[config.mk]
export PLATFORM = sky130hd
export DESIGN_NAME = imem_loader
export DESIGN_NICKNAME = d
export VERILOG_FILES = /design/src/rtl/imem_loader.sv
export SDC_FILE = /design/constraint.sdc
export NUM_CORES = 1
export LEC_CHECK = 0
export CAP_MARGIN = 20
export CORE_UTILIZATION = 45
export DETAILED_ROUTE_END_ITERATION = 16
export PLACE_DENSITY = 0.68
export SLEW_MARGIN = 20
export SYNTH_ARGS = -nofsm -noshare
export SYNTH_HDL_FRONTEND = slang
export SYNTH_SLANG_ARGS = --single-unit
[constraint.sdc]
create_clock -name clk -period 3.8 [get_ports clk]
set_input_delay 0.38 -clock clk [delete_from_list [all_inputs] [get_ports clk]]
set_output_delay 0.38 -clock clk [all_outputs]
set_load 0.005 [all_outputs]
[src/rtl/imem_loader.sv]
// Boot-stream loader: length-prefixed byte stream into instruction memory.
// Optional trailing checksum word enabled by `define IMEM_LOADER_CHECKSUM_EN.
module imem_loader #(
    parameter int DEPTH  = 64,
    parameter int ADDR_W = 6
) (
    input  logic              clk,
    input  logic              rst,
    input  logic              start,
    input  logic [7:0]        in_byte,
    input  logic              in_valid,
    output logic              in_ready,
    output logic              imem_we,
    output logic [ADDR_W-1:0] imem_addr,
    output logic [31:0]       imem_wdata,
    output logic [15:0]       words_loaded,
    output logic              busy,
    output logic              done,
    output logic              error,
    output logic              core_rst_n
);

    typedef enum logic [2:0] {
        S_IDLE,
        S_LEN_LO,
        S_LEN_HI,
        S_DATA,
`ifdef IMEM_LOADER_CHECKSUM_EN
        S_CSUM,
`endif
        S_DONE,
        S_ERR
    } state_e;

    state_e            state_q, state_d;
    logic [15:0]       len_q, len_d;
    logic [15:0]       words_q, words_d;
    logic [1:0]        bcnt_q, bcnt_d;
    logic [23:0]       asm_q, asm_d;
    logic              we_q, we_d;
    logic [ADDR_W-1:0] addr_q, addr_d;
    logic [31:0]       wdata_q, wdata_d;
`ifdef IMEM_LOADER_CHECKSUM_EN
    logic [31:0]       csum_q, csum_d;
`endif

    logic        acc;
    logic [31:0] word;
    logic [15:0] len_full;
    logic [23:0] asm_ins;
    logic        last_word;

    assign busy = (state_q == S_LEN_LO) || (state_q == S_LEN_HI)
`ifdef IMEM_LOADER_CHECKSUM_EN
               || (state_q == S_CSUM)
`endif
               || (state_q == S_DATA);

    assign in_ready     = busy;
    assign done         = (state_q == S_DONE);
    assign error        = (state_q == S_ERR);
    assign core_rst_n   = (state_q == S_DONE);
    assign imem_we      = we_q;
    assign imem_addr    = addr_q;
    assign imem_wdata   = wdata_q;
    assign words_loaded = words_q;

    assign acc       = in_valid && in_ready;
    assign word      = {in_byte, asm_q};
    assign len_full  = {in_byte, len_q[7:0]};
    assign last_word = (words_q + 16'd1) == len_q;

    // Byte lanes 0..2 are buffered; lane 3 arrives with the completing handshake.
    always_comb begin
        asm_ins = asm_q;
        unique case (bcnt_q)
            2'd0:    asm_ins[7:0]   = in_byte;
            2'd1:    asm_ins[15:8]  = in_byte;
            2'd2:    asm_ins[23:16] = in_byte;
            default: asm_ins = asm_q;
        endcase
    end

    always_comb begin
        state_d = state_q;
        len_d   = len_q;
        words_d = words_q;
        bcnt_d  = bcnt_q;
        asm_d   = asm_q;
        we_d    = 1'b0;
        addr_d  = addr_q;
        wdata_d = wdata_q;
`ifdef IMEM_LOADER_CHECKSUM_EN
        csum_d  = csum_q;
`endif
        unique case (state_q)
            S_IDLE, S_DONE, S_ERR: begin
                if (start) begin
                    state_d = S_LEN_LO;
                    len_d   = '0;
                    words_d = '0;
                    bcnt_d  = '0;
                    asm_d   = '0;
`ifdef IMEM_LOADER_CHECKSUM_EN
                    csum_d  = '0;
`endif
                end
            end
            S_LEN_LO: begin
                if (acc) begin
                    len_d[7:0] = in_byte;
                    state_d    = S_LEN_HI;
                end
            end
            S_LEN_HI: begin
                if (acc) begin
                    len_d = len_full;
                    if (len_full > 16'(DEPTH)) begin
                        state_d = S_ERR;
                    end else if (len_full == 16'd0) begin
`ifdef IMEM_LOADER_CHECKSUM_EN
                        state_d = S_CSUM;
`else
                        state_d = S_DONE;
`endif
                    end else begin
                        state_d = S_DATA;
                    end
                end
            end
            S_DATA: begin
                if (acc) begin
                    bcnt_d = bcnt_q + 2'd1;
                    if (bcnt_q == 2'd3) begin
                        we_d    = 1'b1;
                        addr_d  = words_q[ADDR_W-1:0];
                        wdata_d = word;
                        words_d = words_q + 16'd1;
                        asm_d   = '0;
`ifdef IMEM_LOADER_CHECKSUM_EN
                        csum_d  = csum_q + word;
                        if (last_word) state_d = S_CSUM;
`else
                        if (last_word) state_d = S_DONE;
`endif
                    end else begin
                        asm_d = asm_ins;
                    end
                end
            end
`ifdef IMEM_LOADER_CHECKSUM_EN
            S_CSUM: begin
                if (acc) begin
                    bcnt_d = bcnt_q + 2'd1;
                    if (bcnt_q == 2'd3) begin
                        asm_d   = '0;
                        state_d = (word == csum_q) ? S_DONE : S_ERR;
                    end else begin
                        asm_d = asm_ins;
                    end
                end
            end
`endif
            default: state_d = S_IDLE;
        endcase
    end

    always_ff @(posedge clk or negedge rst) begin
        if (!rst) begin
            state_q <= S_IDLE;
            len_q   <= '0;
            words_q <= '0;
            bcnt_q  <= '0;
            asm_q   <= '0;
            we_q    <= 1'b0;
            addr_q  <= '0;
            wdata_q <= '0;
`ifdef IMEM_LOADER_CHECKSUM_EN
            csum_q  <= '0;
`endif
        end else begin
            state_q <= state_d;
            len_q   <= len_d;
            words_q <= words_d;
            bcnt_q  <= bcnt_d;
            asm_q   <= asm_d;
            we_q    <= we_d;
            addr_q  <= addr_d;
            wdata_q <= wdata_d;
`ifdef IMEM_LOADER_CHECKSUM_EN
            csum_q  <= csum_d;
`endif
        end
    end

endmodule

==> flow_summary.toml, run 1 <==
[logic_synthesis]
yosysTopAreaCellShare_pct = 52.83
synth.area.top_cells = "dfrtp_1, nand2_1, a22o_1, o21ai_0, xnor2_1"
synth_xor_area_share_pct = 4.068
synth_cells = 508
synth_top_family_by_area = "simple AND/OR/NAND/NOR gates"
synth_top_area_cell = "dfrtp_1"
synth_edf_count = 0
syn_area_per_cell_um2 = 9.325
synth_ff_type = "dfrtp_1"
synth_fp_nets = 525
synthAdderAreaFrac_pct = 1.321
async_flop_share_pct = 100.0
yosys_warnings = 0
synth_area_mm2 = 0.004737
yosys_register_bits = 100
synthMuxAreaShare_pct = 0.2377
ys_types = 48
synth_compound_area_share_pct = 15.56
synthSimpleGateAreaFrac_pct = 22.21
synth-seq-area-share_pct = 52.83

[power_and_ir_drop]
peakVddDrop_mv = 0.2765
p_per_area_mw_per_mm2 = 525.3
power_leakage_uw = 0.002680

[worst_setup_path]
crit_family = "simple AND/OR/NAND/NOR gates"
crit_required_ns = 4.03
critPathSlowestCell = "dfrtp_1"
worstReg2RegStart = "state_q[0]$_DFFE_PN0P_"
path_buf_inv = 0
crit_top_cell = "nand2_1"
critPathMaxStageDelay_ns = 0.55
critical_path.startpoint_type = "register"
crit_start = "state_q[0]$_DFFE_PN0P_"
worstPathCellList = "nor2b_1 -> nand2_1 -> o22ai_1 -> nand2_1 -> o21ai_0 -> o31ai_1"
cp-end-kind = "register"
critPathMaxFanout = 16
critical_path_class = "register to register"
ff2ff_setup_slack_ns = 1.10
arrival_ns = 2.93

[detailed_routing]
drtIter0Drc = 168
via_count = 3842
routed_via_density = 5.481
first_pass_iters = 7
drt-total-wl_mm = 11.12
wire_per_inst_um = 15.87
drcViolationCount = 0
ant_nets = 0

[timing]
post-route-period-util_pct = 71.12
maxSlewHeadroom_pct = 44.07
fin_tns_setup_ns = 0
holdWs_ns = 0.1173
min_period_ns = 2.703
drv_slew = 0
rsz0062_at_grt = "no"
finalSetupViolCount = 0
finClkSkew_ns = 0.01008
setup_slack_ns = 1.097
fmax_mhz = 370.0
tightest_slew_ns = 0.8389
hold_viol_final = 0

[finish]
drive_above_1_share_pct = 5.841
syn_to_final_growth_pct = 20.47
mostFrequentLayoutCells = "nand2_1, dfrtp_1, clkdlybuf4s50_1, o21ai_0, a22o_1"
fin_cells = 701
fin_nets = 577
postLayoutCoreUtil_pct = 55.53
final_common_cell = "nand2_1"
num_antenna_cells = 0

[grt]
antenna_found_initial = 0
grt_pass1_vias = 3721
grt_usage_pct = 21.66
overflow = 0
grt_max_degree = 70
grt_pass1_wl_mm = 18.92

[cts]
cts_tree = "built"
cts.clk_slew.worst_paths_ns = 0.10
cts.sinks = 100
clk_latency_ns = 0.36
post_cts_buffers = 0
cts-resized-gates = 0
cts_hold_buf = 0
cts_root_buf = "clkbuf_8"
clock_path_buffers = 2
numCtsBuffers = 9
cts_htree_levels = 3

[floorplan]
die_x_um = 104.6
io_pins = 72
num_rows = 37
core_area_mm2 = 0.01028
die_y_um = 104.6
die-area_mm2 = 0.01094
start_util_pct = 46.09

[place]
dp_slack_ns = 0.8663
placed_cells = 685
io_buffers = 71
hpwlAfterDp_mm = 7.577
place_congestion = 0.8981

[hold_path]
hold_path.class = "input pin to asynchronous set/reset pin"

[run_status]
status = "completed"

[job]
drv_cap = 0
==> layer usage <==
layer  global-route usage, %  part of all wire, %
met1                   30.58                   47
met2                   33.96                   47
met3                   3.493                  4.4
met4                   7.545                  2.0
met5                       0                    0
==> synth_stat cells, types with 8 or more instances <==
master      n
nand2_1   150
nor2_1     18
a21oi_1     8
dfrtp_1   100
nand3_1    10
nand4_1    10
a22o_1     29
xnor2_1    11
xor2_1     11
clkbuf_1   25
o21ai_0    40
==> report_power, final <==
group          internal (uW)  total [uW]  switching, uW
clock                    322         720            398
sequential              1230        1400            168
combinational            391         882            491
total                   1940        3000           1060
==> state kept, by name, summed over array words and instances, names as in the netlist <==
| signal | count |
|---|---|
| state_q | 3 |
| imem_we | 1 |
| imem_wdata | 32 |
| asm_q | 24 |
| imem_addr | 6 |
| words_loaded | 16 |
| len_q | 16 |
| bcnt_q | 2 |
==> worst paths after layout <==
| check | to | depth (start not counted) |
|---|---|---|
| max | words_loaded[6]$_DFFE_PN0P_ | 6 |
| min | words_loaded[13]$_DFFE_PN0P_ | 1 |
| max reg2reg | words_loaded[6]$_DFFE_PN0P_ | 6 |
| min reg2reg | imem_addr[5]$_DFFE_PN0P_ | 2 |
| max in group asynchronous | asm_q[19]$_DFFE_PN0P_ | 2 |
| min in group clk | imem_addr[5]$_DFFE_PN0P_ | 2 |
==> cell families (layout without fill, tap and decap cells) <==
family | after synthesis | after routing
fa+ha+maj | 5 | 5
flops | 100 | 100
xor+xnor | 22 | 22
simple gates | 232 | 232
mux | 1 | 1
compound gates | 108 | 108
buf+inv | 40 | 97
==> through the flow <==
| step | power (uW) | area (um^2) |
|---|---|---|
| 2_1_floorplan | 2014 | 4737 |
| 3_3_place_gp | 2274 | 5490 |
| 3_5_place_dp | 2290 | 5490 |
| 4_1_cts | 3017 | 5707 |
| 5_1_grt | 3194 | 5707 |
| 6_report | 2998 | 5707 |
==> worst reg2reg max path: stages, from the launching register on <==
cell and delay, ns:
dfrtp_1 0.55, nor2b_1 0.54, nand2_1 0.19, o22ai_1 0.43, nand2_1 0.44, o21ai_0 0.32
o31ai_1 0.11
==> cell type report <==
class	instances	area (um^2)
multi-input cells	368	2057
flip-flops and latches	100	2502
fillers	944	4571
well taps	136	170.2
clock buffers	9	123.9
clock inverters	7	92.59
repair buffers	75	738.2
inverters	6	22.52
No activity file was read; power rests on OpenSTA's default activity.
==> inputs of run 2 (changes only) <==
==> constraint.sdc (replaced) <==
create_clock -name clk -period 2.6 [get_ports clk]
set_input_delay 0.26 -clock clk [delete_from_list [all_inputs] [get_ports clk]]
set_output_delay 0.26 -clock clk [all_outputs]
set_load 0.005 [all_outputs]
==> run 2 against run 1 <==
Maximum frequency grew 15%. Register-to-register slack got worse by 0.84 ns. Sequential share of layout area down 1.5 points. Combinational power increased by 60%. Clock skew increased by 0.0017 ns. Wire length grew 5.3%. Largest cell class unchanged.
==> flow_summary.toml, run 2 (synthesis results as in run 1) <==
[cts]
cts_root_buf = "clkbuf_8"
cts_htree_levels = 3
post_cts_buffers = 0
cts_tree = "built"
cts.clk_slew.worst_paths_ns = 0.10
clock_path_buffers = 2
clk_latency_ns = 0.35
cts.sinks = 100
numCtsBuffers = 9

[grt]
overflow = 0
grt_max_degree = 50
grt_usage_pct = 22.89
antenna_found_initial = 0
grt_pass1_wl_mm = 19.85
grt_pass1_vias = 3925

[detailed_routing]
first_pass_iters = 7
wire_per_inst_um = 16.14
routed_via_density = 5.522
ant_nets = 0
drcViolationCount = 0
via_count = 4009
drt-total-wl_mm = 11.72
drtIter0Drc = 174

[finish]
syn_to_final_growth_pct = 24.75
ff_latch_area_mm2 = 0.002502
mostFrequentLayoutCells = "nand2_1, dfrtp_1, clkdlybuf4s50_1, o21ai_0, buf_4"
fin_cells = 726
multiInputGateArea_mm2 = 0.002057
fillers = 932
num_antenna_cells = 0
drive_above_1_share_pct = 9.661
fin_nets = 603
largest_reg_flops = 32
design_area_mm2 = 0.005909
final_common_cell = "nand2_1"

[timing]
post-route-period-util_pct = 90.05
fin_tns_setup_ns = 0
rsz0062_at_grt = "no"
finalSetupViolCount = 0
hold_viol_final = 0
maxSlewHeadroom_pct = 57.59
setup_slack_ns = 0.2587
finClkSkew_ns = 0.01173
fmax_mhz = 427.1
drv_slew = 0
holdWs_ns = 0.4596
min_period_ns = 2.341
tightest_slew_ns = 0.6362

[power_and_ir_drop]
peakVddDrop_mv = 0.3799
power_leakage_uw = 0.002805
p_comb_share_pct = 31.2
swShare_pct = 33.91
p_per_area_mw_per_mm2 = 764.9
pwr-share-clk_pct = 24.1
intPower_uw = 2987
p_seq_share_pct = 44.7
p_sw_uw = 1533

[floorplan]
num_rows = 37
start_util_pct = 46.09
core_area_mm2 = 0.01028
io_pins = 72
die-area_mm2 = 0.01094
die_x_um = 104.6
die_y_um = 104.6

[place]
place_area_mm2 = 0.005678
place_congestion = 0.8696
placed_cells = 710
hpwlAfterDp_mm = 8.121
io_buffers = 71
dp_slack_ns = 0.04314

[job]
drv_cap = 0

[worst_setup_path]
ff2ff_setup_slack_ns = 0.26
cp-end-kind = "register"
rr_worst_depth = 6
crit_top_cell = "nand4_1"
crit_family = "simple AND/OR/NAND/NOR gates"
critPathMaxStageDelay_ns = 0.55
critPathMaxFanout = 12
crit_required_ns = 2.83
worstReg2RegStart = "words_loaded[2]$_DFFE_PN0P_"
r2r_end = "state_q[0]$_DFFE_PN0P_"
worstPathCellList = "nand4_1 -> nor4_2 -> xnor2_1 -> nand4_1 -> a2111oi_2 -> a21oi_1"
path_buf_inv = 0
critPathSlowestCell = "dfrtp_1"
critical_path.startpoint_type = "register"
critical_path_class = "register to register"
arrival_ns = 2.57

[run_status]
status = "completed"

[hold_path]
hold_path.class = "input pin to asynchronous set/reset pin"
run 2: repair_timing:
action | CTS | global route
hold buffers | 1 | 0
gates resized for setup | 0 | 0
hold endpoints to repair | 46 | 0
run 2: final cells by class:
type                            instances  area share (%)
Sequential cell                       100           42.35
Multi-Input combinational cell        368           34.81
Timing Repair Buffer                  101           15.84
Tap cell                              136           2.880
Clock buffer                           10           2.329
Clock inverter                          5           1.419
Inverter                                6          0.3811
run 2: how the worst max path moves through the flow:
| stage | start | slack [ns] | endpoint | cells after the start |
|---|---|---|---|---|
| after detailed placement | in_byte[2] | 0.04 | state_q[0]$_DFFE_PN0P_ | 6 |
| final | words_loaded[2]$_DFFE_PN0P_ | 0.26 | state_q[0]$_DFFE_PN0P_ | 6 |
| after floorplan | words_loaded[2]$_DFFE_PN0P_ | 0.50 | state_q[0]$_DFFE_PN0P_ | 7 |
| after global placement | in_byte[2] | 0.06 | state_q[0]$_DFFE_PN0P_ | 6 |
| after global routing | words_loaded[2]$_DFFE_PN0P_ | 0.09 | state_q[0]$_DFFE_PN0P_ | 6 |
| after CTS | words_loaded[2]$_DFFE_PN0P_ | 0.27 | state_q[0]$_DFFE_PN0P_ | 6 |
run 2: metal layers:
metal / GRT usage [%] / vias to the layer above / part of all wire (%)
met2: 36.19 / 122 / 47
met1: 31.05 / 1970 / 45
met3: 4.117 / 19 / 5.8
met5: 0 / - / 0
li1: - / 1898 / -
met4: 9.759 / 0 / 1.8
run 2: power groups by stage:
stage	Sequential (uW)	Clock, uW	Combinational (uW)
6_report	2020	1090	1410
5_1_grt	2060	1170	1560
4_1_cts	2020	1120	1410
3_5_place_dp	2040	0	1380
3_3_place_gp	2040	0	1350
2_1_floorplan	1970	0	977
run 2: stage by stage:
step	power (uW)	utilization, %
final	4520	57.50
after global routing	4788	57.50
after CTS	4550	57.50
after detailed placement	3428	55.25
after global placement	3381	55.25
after floorplan	2943	-
==> inputs of run 3 (changes only) <==
--- a/config.mk
+++ b/config.mk
@@ -8,6 +8,7 @@
 export CAP_MARGIN = 20
 export CORE_UTILIZATION = 45
 export DETAILED_ROUTE_END_ITERATION = 16
+export GPL_TIMING_DRIVEN = 0
 export PLACE_DENSITY = 0.68
 export SLEW_MARGIN = 20
 export SYNTH_ARGS = -nofsm -noshare
==> run 3 against run 2 <==
Clock power decreased by 11%. Combinational power increased by 4%. Sequential power decreased by 2%. Critical path type is now input pin to register. Largest cell class unchanged. Largest power group unchanged.
==> flow_summary.toml, run 3 (synthesis results as in run 1) <==
[floorplan]
num_rows = 37
io_pins = 72
die_y_um = 104.6
start_util_pct = 46.09
core_area_mm2 = 0.01028
die-area_mm2 = 0.01094
die_x_um = 104.6

[job]
drv_cap = 0

[worst_setup_path]
crit_required_ns = 2.83
arrival_ns = 2.79
critical_path_class = "input pin to register"
crit_start = "in_byte[3]"
ff2ff_setup_slack_ns = 0.11
critPathSlowestCell = "clkdlybuf4s50_1"
worstPathCellList = "clkdlybuf4s50_1 -> or4_4 -> nor4_4 -> or3b_1 -> a2111oi_2 -> a21oi_1"
r2r_end = "state_q[0]$_DFFE_PN0P_"
worstReg2RegStart = "words_loaded[7]$_DFFE_PN0P_"
cp-endpoint = "state_q[0]$_DFFE_PN0P_"
cp-end-kind = "register"
rr_worst_depth = 7
critical_path.startpoint_type = "input pin"
critPathMaxFanout = 7
critPathMaxStageDelay_ns = 0.65

[timing]
fmax_mhz = 391.7
setup_slack_ns = 0.04675
post-route-period-util_pct = 98.20
rsz0062_at_grt = "no"
finalSetupViolCount = 0
maxSlewHeadroom_pct = 61.47
drv_slew = 0
finClkSkew_ns = 0.01169
tightest_slew_ns = 0.5740
min_period_ns = 2.553
hold_viol_final = 0
holdWs_ns = 0.3299

[finish]
fin_nets = 610
syn_to_final_growth_pct = 24.25
fin_cells = 734
final_common_cell = "nand2_1"
num_antenna_cells = 0
drive_above_1_share_pct = 7.023
mostFrequentLayoutCells = "nand2_1, dfrtp_1, clkdlybuf4s50_1, o21ai_0, a22o_1"
largest_reg_flops = 32
design_area_mm2 = 0.005886

[cts]
cts.clk_slew.worst_paths_ns = 0.10
cts.sinks = 100
cts_htree_levels = 3
numCtsBuffers = 9
clock_path_buffers = 2
cts_root_buf = "clkbuf_8"
clk_latency_ns = 0.36
cts_tree = "built"

[grt]
antenna_found_initial = 0
overflow = 0
grt_pass1_wl_mm = 19.20
grt_max_degree = 72
grt_pass1_vias = 3832
grt_usage_pct = 22.23

[detailed_routing]
drcViolationCount = 0
ant_nets = 0
routed_via_density = 5.417
first_pass_iters = 6
drtIter0Drc = 251
wire_per_inst_um = 16.00
drt-total-wl_mm = 11.74
via_count = 3976

[power_and_ir_drop]
power_leakage_uw = 0.002763
p_per_area_mw_per_mm2 = 752.0
peakVddDrop_mv = 0.3667

[place]
io_buffers = 71
place_area_mm2 = 0.005647
placed_cells = 716
hpwlAfterDp_mm = 8.024
place_congestion = 0.9265
dp_slack_ns = -0.3083

[hold_path]
hold_path.class = "input pin to asynchronous set/reset pin"

[run_status]
status = "completed"
run 3: worst min-delay path by stage:
stage                          from                      endpoint  slack (ns)  cells after the start
4_1_cts                         rst     imem_wdata[5]$_DFFE_PN0P_        0.32                      2
5_1_grt                         rst   words_loaded[2]$_DFFE_PN0P_        0.33                      2
2_1_floorplan                   rst          asm_q[0]$_DFFE_PN0P_       -0.04                      0
6_report                        rst  words_loaded[13]$_DFFE_PN0P_        0.33                      2
3_3_place_gp   asm_q[9]$_DFFE_PN0P_     imem_wdata[9]$_DFFE_PN0P_        0.46                      2
3_5_place_dp                    rst  words_loaded[13]$_DFFE_PN0P_        0.16                      1
run 3: final cells by class:
type	instances	area [um^2]
buffer	34	158.9
clock buffer	10	137.6
tap	136	170.2
inverter	6	22.52
multi-input combinational	368	2082
clock inverter	6	55.05
sequential	100	2502
timing repair buffer	74	757.0
fill	932	4392
run 3: critical path: cells and delay by family:
| kind | cells | cell delay [ns] |
|---|---|---|
| compound gates | 2 | 0.56 |
| buf+inv | 1 | 0.65 |
| simple gates | 3 | 1.31 |
run 3: per-layer routing:
layer / global-route usage (%) / routed length (um) / up-vias
met5: 0 / 0 / -
met4: 9.859 / 293 / 0
met3: 4.242 / 766 / 22
met2: 34.63 / 5363 / 135
met1: 30.32 / 5320 / 1900
li1: - / - / 1919
run 3: per-stage QoR:
step | power [uW] | TNS, ns | utilization, %
final | 4426 | 0 | 57.27
after global placement | 3394 | -231.47 | 54.66
after CTS | 4434 | 0 | 57.06
after global routing | 4683 | 0 | 57.27
after floorplan | 2943 | 0 | -
after detailed placement | 3442 | -0.3083 | 54.94
run 3: power by group:
group          internal (uW)  total (uW)  switching [uW]
clock network            395         975             580
registers               1790        1980             184
logic                    650        1470             822
total                   2840        4430            1590
run 3: repair_timing:
item | CTS | global route
hold buffers | 1 | 0
pin swaps | 0 | 1
cloned | 0 | 0
buffers inserted | 0 | 1
setup endpoints to repair | 4 | 11
gates resized for setup | 2 | 6
endpoints found under the hold margin | 29 | 0
